--- src/rtl/perf_csr_reader_pkg.sv ---
// Shared constants and types for the I-cache performance CSR reader.
// Register addresses, widths and the bus FSM state encoding.
package perf_pkg;

    localparam int DW = 32;
    localparam int CW = 64;
    localparam int AW = 4;

    localparam logic [AW-1:0] A_ACC_LO   = 4'd0;
    localparam logic [AW-1:0] A_ACC_HI   = 4'd1;
    localparam logic [AW-1:0] A_MISS_LO  = 4'd2;
    localparam logic [AW-1:0] A_MISS_HI  = 4'd3;
    localparam logic [AW-1:0] A_CYC_LO   = 4'd4;
    localparam logic [AW-1:0] A_CYC_HI   = 4'd5;
    localparam logic [AW-1:0] A_WIN_CFG  = 4'd6;
    localparam logic [AW-1:0] A_WIN_MISS = 4'd7;
    localparam logic [AW-1:0] A_STATUS   = 4'd8;

    typedef enum logic {
        S_IDLE,
        S_RESP
    } bus_state_e;

endpackage

--- src/rtl/perf_csr_reader_if.sv ---
// Request/ack register bus between a master and the perf CSR reader.
// ack is a one-cycle strobe; rdata is meaningful only alongside it.
interface perf_csr_if;
    import perf_pkg::*;

    logic          req;
    logic          we;
    logic [AW-1:0] addr;
    logic [DW-1:0] wdata;
    logic          ack;
    logic [DW-1:0] rdata;

    modport master (
        output req, we, addr, wdata,
        input  ack, rdata
    );

    modport slave (
        input  req, we, addr, wdata,
        output ack, rdata
    );

endinterface

--- src/rtl/perf_csr_reader_window.sv ---
// Periodic miss-rate window: counts misses over WIN_CFG cycles.
// The delta is taken modulo 2^64 and saturated to 32 bits.
module perf_window
    import perf_pkg::*;
(
    input  logic          clk,
    input  logic          rst,
    input  logic [CW-1:0] miss,
    input  logic          cfg_wr,
    input  logic [DW-1:0] cfg_wdata,
    output logic [DW-1:0] cfg,
    output logic [DW-1:0] win_miss,
    output logic          win_valid
);

    logic [DW-1:0] cnt;
    logic [CW-1:0] miss_base;
    logic [CW-1:0] delta;
    logic [DW-1:0] delta_sat;
    logic          running;
    logic          expire;

    assign running   = (cfg != '0);
    assign expire    = running && (cnt == '0);
    assign delta     = miss - miss_base;
    assign delta_sat = (delta[CW-1:DW] != '0) ? '1 : delta[DW-1:0];

    // A config write takes priority over a coincident expiry.
    always_ff @(posedge clk or posedge rst) begin
        if (rst) begin
            cfg       <= '0;
            cnt       <= '0;
            miss_base <= '0;
            win_miss  <= '0;
            win_valid <= 1'b0;
        end else if (cfg_wr) begin
            cfg       <= cfg_wdata;
            cnt       <= (cfg_wdata == '0) ? '0 : cfg_wdata - 1'b1;
            miss_base <= miss;
            win_valid <= 1'b0;
        end else if (expire) begin
            cnt       <= cfg - 1'b1;
            miss_base <= miss;
            win_miss  <= delta_sat;
            win_valid <= 1'b1;
        end else if (running) begin
            cnt <= cnt - 1'b1;
        end
    end

endmodule

--- src/rtl/perf_csr_reader.sv ---
// CSR front end for the I-cache perf counters: coherent 192-bit
// snapshot on ACC_LO read, free-running cycle count, miss window.
module perf_csr_reader
    import perf_pkg::*;
(
    input  logic          clk,
    input  logic          rst,
    input  logic [CW-1:0] L1I_access,
    input  logic [CW-1:0] L1I_miss,
    perf_csr_if.slave     bus
);

    bus_state_e    state;
    bus_state_e    state_nxt;
    logic          take;
    logic          rd_en;
    logic          cfg_wr;
    logic          snap_cap;
    logic [CW-1:0] cyc;
    logic [CW-1:0] snap_acc;
    logic [CW-1:0] snap_miss;
    logic [CW-1:0] snap_cyc;
    logic          snap_valid;
    logic [DW-1:0] cfg;
    logic [DW-1:0] win_miss;
    logic          win_valid;
    logic [DW-1:0] rd_nxt;
    logic [DW-1:0] rdata_q;

    always_ff @(posedge clk or posedge rst) begin
        if (rst) state <= S_IDLE;
        else     state <= state_nxt;
    end

    always_comb begin
        state_nxt = state;
        unique case (state)
            S_IDLE:  if (bus.req) state_nxt = S_RESP;
            S_RESP:  state_nxt = S_IDLE;
            default: state_nxt = S_IDLE;
        endcase
    end

    assign take     = (state == S_IDLE) && bus.req;
    assign rd_en    = take && !bus.we;
    assign cfg_wr   = take && bus.we && (bus.addr == A_WIN_CFG);
    assign snap_cap = rd_en && (bus.addr == A_ACC_LO);

    always_ff @(posedge clk or posedge rst) begin
        if (rst) cyc <= '0;
        else     cyc <= cyc + 1'b1;
    end

    always_ff @(posedge clk or posedge rst) begin
        if (rst) begin
            snap_acc   <= '0;
            snap_miss  <= '0;
            snap_cyc   <= '0;
            snap_valid <= 1'b0;
        end else if (snap_cap) begin
            snap_acc   <= L1I_access;
            snap_miss  <= L1I_miss;
            snap_cyc   <= cyc;
            snap_valid <= 1'b1;
        end
    end

    perf_window u_window (
        .clk       (clk),
        .rst       (rst),
        .miss      (L1I_miss),
        .cfg_wr    (cfg_wr),
        .cfg_wdata (bus.wdata),
        .cfg       (cfg),
        .win_miss  (win_miss),
        .win_valid (win_valid)
    );

    // ACC_LO returns the word being captured at this same edge.
    always_comb begin
        rd_nxt = '0;
        case (bus.addr)
            A_ACC_LO:   rd_nxt = L1I_access[DW-1:0];
            A_ACC_HI:   rd_nxt = snap_acc[CW-1:DW];
            A_MISS_LO:  rd_nxt = snap_miss[DW-1:0];
            A_MISS_HI:  rd_nxt = snap_miss[CW-1:DW];
            A_CYC_LO:   rd_nxt = snap_cyc[DW-1:0];
            A_CYC_HI:   rd_nxt = snap_cyc[CW-1:DW];
            A_WIN_CFG:  rd_nxt = cfg;
            A_WIN_MISS: rd_nxt = win_miss;
            A_STATUS:   rd_nxt = {30'd0, snap_valid, win_valid};
            default:    rd_nxt = '0;
        endcase
    end

    always_ff @(posedge clk or posedge rst) begin
        if (rst)        rdata_q <= '0;
        else if (take)  rdata_q <= rd_en ? rd_nxt : '0;
    end

    assign bus.ack   = (state == S_RESP);
    assign bus.rdata = bus.ack ? rdata_q : '0;

endmodule

--- src/flat_wrapper.sv ---
// flat-port wrapper written by rule: the top's interface ports become plain ports
module perf_csr_reader_flat import perf_pkg::*;
  (clk, rst, L1I_access, L1I_miss, bus_req, bus_we, bus_addr, bus_wdata, bus_ack, bus_rdata);
  perf_csr_if bus_i ();
  input  logic clk;
  input  logic rst;
  input  logic [CW-1:0] L1I_access;
  input  logic [CW-1:0] L1I_miss;
  input wire logic [$bits(bus_i.req)-1:0] bus_req;
  input wire logic [$bits(bus_i.we)-1:0] bus_we;
  input wire logic [$bits(bus_i.addr)-1:0] bus_addr;
  input wire logic [$bits(bus_i.wdata)-1:0] bus_wdata;
  output wire logic [$bits(bus_i.ack)-1:0] bus_ack;
  output wire logic [$bits(bus_i.rdata)-1:0] bus_rdata;
  assign bus_i.req = bus_req;
  assign bus_i.we = bus_we;
  assign bus_i.addr = bus_addr;
  assign bus_i.wdata = bus_wdata;
  assign bus_ack = bus_i.ack;
  assign bus_rdata = bus_i.rdata;
  perf_csr_reader u_core (.clk(clk), .rst(rst), .L1I_access(L1I_access), .L1I_miss(L1I_miss), .bus(bus_i));
endmodule
--- config.mk ---
export PLATFORM = sky130hd
export DESIGN_NAME = perf_csr_reader_flat
export DESIGN_NICKNAME = d
export VERILOG_FILES = /design/src/rtl/perf_csr_reader_pkg.sv /design/src/rtl/perf_csr_reader_if.sv /design/src/rtl/perf_csr_reader_window.sv /design/src/rtl/perf_csr_reader.sv /design/src/flat_wrapper.sv
export SDC_FILE = /design/constraint.sdc
export NUM_CORES = 1
export LEC_CHECK = 0
export ABC_AREA = 0
export CAP_MARGIN = 40
export CORE_AREA = 2 2 197 199
export CTS_CLUSTER_SIZE = 16
export DETAILED_ROUTE_END_ITERATION = 10
export DIE_AREA = 0 0 199 201
export HOLD_SLACK_MARGIN = 0.03
export PLACE_DENSITY = 0.9
export SYNTH_ARGS = -nofsm -noshare
export SYNTH_HDL_FRONTEND = slang
export SYNTH_SLANG_ARGS = --single-unit
--- constraint.sdc ---
create_clock -name clk -period 25.7 [get_ports clk]
set_input_delay 6.425 -clock clk [delete_from_list [all_inputs] [get_ports clk]]
set_output_delay 6.425 -clock clk [all_outputs]
set_load 0.05 [all_outputs]
# After elaboration in Yosys (flattened, before gate mapping)
# Cells that the tools add are included.
# word_totals
output_inout_bits	33
ff_bits	451
word_cells	56
# classes
n_mux	14
bitwise_logic	2
n_eq_ne	8
add_sub_neg	5
reduce_logical	15
# ops
cell	count
$pmux 32 s9	1
$mux 32	7
$mux 64	2
$sub 32x1->32 const B	3
$add 64x1->64 const B	1
$logic_not 32->1	2
$reduce_bool 32->1	2
$sub 64x64->64	1
$eq 4x3->1 const B	4
$eq 4x2->1 const B	2
$logic_and 1x1->1	6
$eq 4x1->1 const B	1
$eq 4x4->1 const B	1
$logic_not 4->1	1
$mux 1	3
$reduce_bool 3->1	1
$not 1->1	2
$pmux 1 s2	1
$reduce_and 2->1	1
$reduce_bool 2->1	1
$logic_not 1->1	1

# Longest topological paths before layout
# logic_depth
depth_word	6
depth_mapped	18
ltp_nobuf	15

# Cells and area by module
# A second synthesis with hierarchy kept.
# unflattened
hier_cells	2459
hier_area_um2	24383.4
# modules_own_cells
mod	cells_each	area_each_um2	n_inst
perf_window	1517	12572.1	1
perf_csr_reader	942	11811.3	1

# Least setup slack after synthesis
# No wires, ideal clock.
# synth_path
path_kind	input to register
from	input L1I_miss[0]
to	register u_core.u_window.win_miss[24]
arrival_ns	9.857
t_required_ns	25.578
setup_slack_ns	15.720
path_buffers	1
path_stages	15
path_cell_list	inv_1 ha_1 fa_1 and2b_1 o2111ai_2 a2111oi_2 o31ai_2 nand2_1 nor2_1 or3_1 nor4_1 or4b_4 nor4_4 buf_6 a21oi_2
# synth_between
elab_chain_cells	3
# synth_rtl
element	line	text
start, declared	flat_wrapper.sv:8	input logic [CW-1:0] L1I_miss;
$sub 64x64->64 *	perf_csr_reader_window.sv:25	assign delta = miss - miss_base;
$reduce_bool 32->1	perf_csr_reader_window.sv:26	assign delta_sat = (delta[CW-1:DW] != '0) ? '1 : delta[DW-1:0];
$mux 32 *	perf_csr_reader_window.sv:26	
end signal, assigned	perf_csr_reader_window.sv:44	win_miss <= delta_sat;
end, declared	perf_csr_reader_window.sv:12	output logic [DW-1:0] win_miss,
# Every way passes the cells marked *; elsewhere a longest branch is shown, timed or not.
# A chain may end at the register's enable or synchronous reset.

# Worst setup path after layout
# layout_path
from	input bus_addr[3]
to	register u_core.u_window.win_miss[1]
# layout_between
elab_chain_cells	4
# layout_rtl
element	line	text
start, declared	flat_wrapper.sv:11	input wire logic [$bits(bus_i.addr)-1:0] bus_addr;
$eq 4x3->1	perf_csr_reader.sv:46	assign cfg_wr = take && bus.we && (bus.addr == A_WIN_CFG);
$logic_and 1x1->1	perf_csr_reader.sv:46	
$not 1->1 (no line)	n/a	
$reduce_and 2->1 (no line)	n/a	
# No other way between the ends.

==> qor.csv <==
stage,metric,value,unit
critical_path,cp_slowest_cell,clkdlybuf4s50_1,
synthesis,syn-num-nets,2707,
synthesis,ys_seq_area_frac,0.4389,
routing,drtAntennaViolNets,0,
power_and_ir_drop,pwr-share-seq,0.401,
routing,drt_iter0_drc,2329,
critical_path,worstSetupPathType,in -> reg,
die,die_w,199,um
die,io_pins,201,
timing,rsz0062_at_grt,no,
global_routing,grt_overflow,0,
routing,routed_wl,78430,um
cts,clkTransAtPathRegs,0.06,ns
routing,vias,21071,
global_routing,antenna_found_initial,7,
timing,period_minus_slack,10.78,ns
power_and_ir_drop,peakVddDrop,0.05729,mV
cts,cts.hold.buffers_added,0,
synthesis,ys_async_sr_fraction,1.000,
cts,post_cts_buffers,0,
run_status,outcome,"complete, no violations",
cts,ctsResizeCount,0,
synthesis,synth_cell_types,93,
cts,cts_tree,yes,
power_and_ir_drop,internal_power,1.341,mW
cts,cts_max_level,2,
finish,post-route-util,0.7323,
synthesis,synth_area_leaders,"dfrtp_1 44%, mux2_2 10%, nand2_1 4.4%, xnor2_1 3.5%, ha_1 3.5%",
power_and_ir_drop,clockPowerShare,0.342,
finish,areaGrowthSynthToFinish,16.81,%
timing,final_hold_viol_count,0,
synthesis,yosys.area.top_type,dfrtp_1,
synthesis,synth_edf_count,0,
timing,setup_viol,0,
die,die_area,0.04000,mm2
finish,regArea,0.01049,mm2
die,fp-row-count,72,
die,die_h,201,um
power_and_ir_drop,switching_share,0.3326,
cts,cts_sinks,419,
routing,drc_errors,0,
synthesis,ys_seq_elements,419,
cts,clockBufferDepth,3,
synthesis,netlist_area,0.02389,mm2
global_routing,grt_pass1_vias,20855,
die,core,0.03811,mm2
power_and_ir_drop,combPwrFrac,0.257,
finish,fillers,2637,
critical_path,path_max_fanout,43,
power_and_ir_drop,p_switching,668.6,uW
critical_path,cp.arrival,11.22,ns
routing,dr.pass1.iters,8,
critical_path,cp-end-kind,flop,
cts,cts_buffers,45,
power_and_ir_drop,p_leak,12.26,nW
finish,drive_gt1_frac,0.1501,
global_routing,grt_pass1_wl,119500,um
timing,finalCritPeriodShare,0.4194,
power_and_ir_drop,pwr_density_cell,72.03,mW/mm2
placed_design,dpl.hpwl,57280,um
critical_path,crit_top_cell,buf_4,
routing,post_drt_wl_per_cell,24.70,um
worst_hold_path,worstHoldPathType,reg -> reg,
die,start_util,0.6269,
cts,clkLatencyLatePin,0.60,ns
global_routing,grt_max_degree,173,
synthesis,yosys_warnings,0,
critical_path,critical_path_required,26.14,ns
synthesis,synthCells,2472,
synthesis,syn_area_per_cell,9.664,um2
critical_path,critPathMaxStageDelay,0.74,ns
finish,multiInputGateArea,0.01258,mm2
timing,tightestPinTransition,0.9566,ns
finish,nets,2851,
timing,slew_headroom,0.3623,
timing,fin_skew,0.02204,ns
placed_design,gp_congestion,1.013,
synthesis,synth_ff_type,dfrtp_1,
synthesis,yosysMostFrequentCell,dfrtp_1,
critical_path,startpoint_type,input port,
cts,root_buffer,clkbuf_16,
timing,drv_slew,0,
placed_design,port_buffers,200,
global_routing,grtUsageTotal,0.3913,
timing,fmax,92.77,MHz
routing,viasPerCell,6.637,
synthesis,synth_common_cells,"419 x dfrtp_1, 277 x nand2_1, 217 x mux2_2",
synthesis,synth_top_area_frac,0.4389,
job,cap_viol_max_count,0,
timing,fin_setup_tns,0,ns
critical_path,crit_chain,clkdlybuf4s50_1 > nand2b_1 > nor2_2 > buf_4 > nand3_1 > buf_4 > and4_1 > buf_4 > o2111ai_1 > nor4_1 > o221ai_1 > a2111oi_0 > nand4_1 > nor4_4 > buf_4 > a21oi_1,
[path summary, 6_finish.rpt]
| kind | from | end | slack, ns | depth (start not counted) |
|---|---|---|---|---|
| worst max-delay path | bus_addr[3] | u_core.u_window.win_miss[1]$_DFFE_PP0P_ | 14.92 | 16 |
| worst min-delay path | u_core.rdata_q[0]$_DFFE_PP0P_ | u_core.rdata_q[0]$_DFFE_PP0P_ | 0.47 | 1 |
| max in group asynchronous | rst | u_core.u_window.miss_base[56]$_DFFE_PP0P_ | 17.61 | 4 |
| min in group asynchronous | rst | u_core.u_window.cfg[7]$_DFFE_PP0P_ | 6.30 | 2 |
| worst max register to register | u_core.u_window.cfg[25]$_DFFE_PP0P_ | u_core.u_window.cnt[26]$_DFFE_PP0P_ | 20.77 | 15 |
| worst min register to register | u_core.rdata_q[0]$_DFFE_PP0P_ | u_core.rdata_q[0]$_DFFE_PP0P_ | 0.47 | 1 |
[logic make-up after synthesis]
family	count (synthesis)	synth area share
XOR/XNOR	156	0.05751
AO/OA/AOI/OAI	601	0.1675
multiplexers	226	0.1061
buffers and inverters	219	0.03724
AND/OR/NAND/NOR	784	0.1574
adder cells (fa/ha/maj)	67	0.03541
flip-flops	419	0.4389
[sequential cells by signal (all words and copies together) (netlist names)]
signal	count
u_core.u_window.win_miss	32
u_core.snap_valid	1
u_core.rdata_q	32
u_core.u_window.win_valid	1
u_core.snap_cyc	64
u_core.u_window.miss_base	64
u_core.bus.ack	1
u_core.snap_acc	32
u_core.u_window.cnt	32
u_core.cyc	64
u_core.u_window.cfg	32
u_core.snap_miss	64
[cell usage in the layout (no fill, tap or decap), types with 10 or more instances in the layout]
| cell type | netlist | routed |
|---|---|---|
| xor2_1 | 59 | 59 |
| or3_1 | 18 | 18 |
| and3_1 | 31 | 30 |
| and2_1 | 39 | 39 |
| a21o_1 | 20 | 20 |
| nand4_1 | 51 | 51 |
| clkdlybuf4s50_1 | 0 | 200 |
| o221ai_1 | 14 | 14 |
| a31oi_1 | 14 | 14 |
| a21oi_1 | 158 | 158 |
| xnor2_1 | 96 | 96 |
| o21ai_0 | 125 | 125 |
| clkbuf_1 | 107 | 11 |
| o211ai_1 | 10 | 10 |
| inv_1 | 86 | 85 |
| clkbuf_16 | 0 | 46 |
| nand3_1 | 70 | 70 |
| nand2_1 | 277 | 276 |
| ha_1 | 66 | 66 |
| a22oi_1 | 64 | 64 |
| nor2_1 | 172 | 167 |
| dfrtp_1 | 419 | 419 |
| o21a_1 | 27 | 27 |
| nor4_1 | 18 | 17 |
| mux2_2 | 217 | 217 |
| nand2b_1 | 12 | 12 |
| a21oi_2 | 35 | 35 |
| a222oi_1 | 30 | 30 |
| nor3_1 | 49 | 45 |
| buf_4 | 2 | 24 |
| o21ai_1 | 19 | 19 |
[final cells by class]
cell class / count / share of cell area
inverter: 86 / 0.01184
sequential: 419 / 0.3757
tap: 518 / 0.02323
clock inverter: 19 / 0.009595
multi-input combinational: 1834 / 0.4508
clock buffer: 64 / 0.04618
antenna: 5 / 0.0004484
timing repair buffer: 230 / 0.08214
[critical path, delay by kind of cell]
| kind | cells | cell delay, ns |
|---|---|---|
| AO/OA/AOI/OAI | 4 | 0.91 |
| buffers and inverters | 5 | 2.32 |
| AND/OR/NAND/NOR | 7 | 1.51 |
[per-layer routing]
metal / part of all wire / GRT usage / wire [um]
met5: 0 / 0 / 0
met4: 0.061 / 0.2143 / 4821
met3: 0.080 / 0.06468 / 6313
met2: 0.49 / 0.6487 / 38130
met1: 0.37 / 0.4884 / 29170
[power groups by stage]
stage	sequential [mW]	combinational [mW]	clock (mW)
finish	0.806	0.516	0.687
global route	0.812	0.556	0.717
CTS	0.802	0.505	0.689
detailed placement	0.812	0.501	0
global placement	0.807	0.488	0
floorplan	0.784	0.353	0
[per-stage QoR]
step | instance area, um2 | cells | worst slack, ns | power (mW) | hold WS [ns]
floorplan | 23890 | 2472 | 7.612 | 1.137 | 0.4262
global placement | 26240 | 3081 | 14.57 | 1.295 | 0.4439
detailed placement | 26330 | 3086 | 14.44 | 1.313 | 0.4581
CTS | 27890 | 3169 | 15.03 | 1.996 | 0.4707
global route | 27910 | 3175 | 14.66 | 2.085 | 0.5034
finish | 27910 | 3175 | 14.92 | 2.010 | 0.4715
No activity file was read; power rests on OpenSTA's default activity.
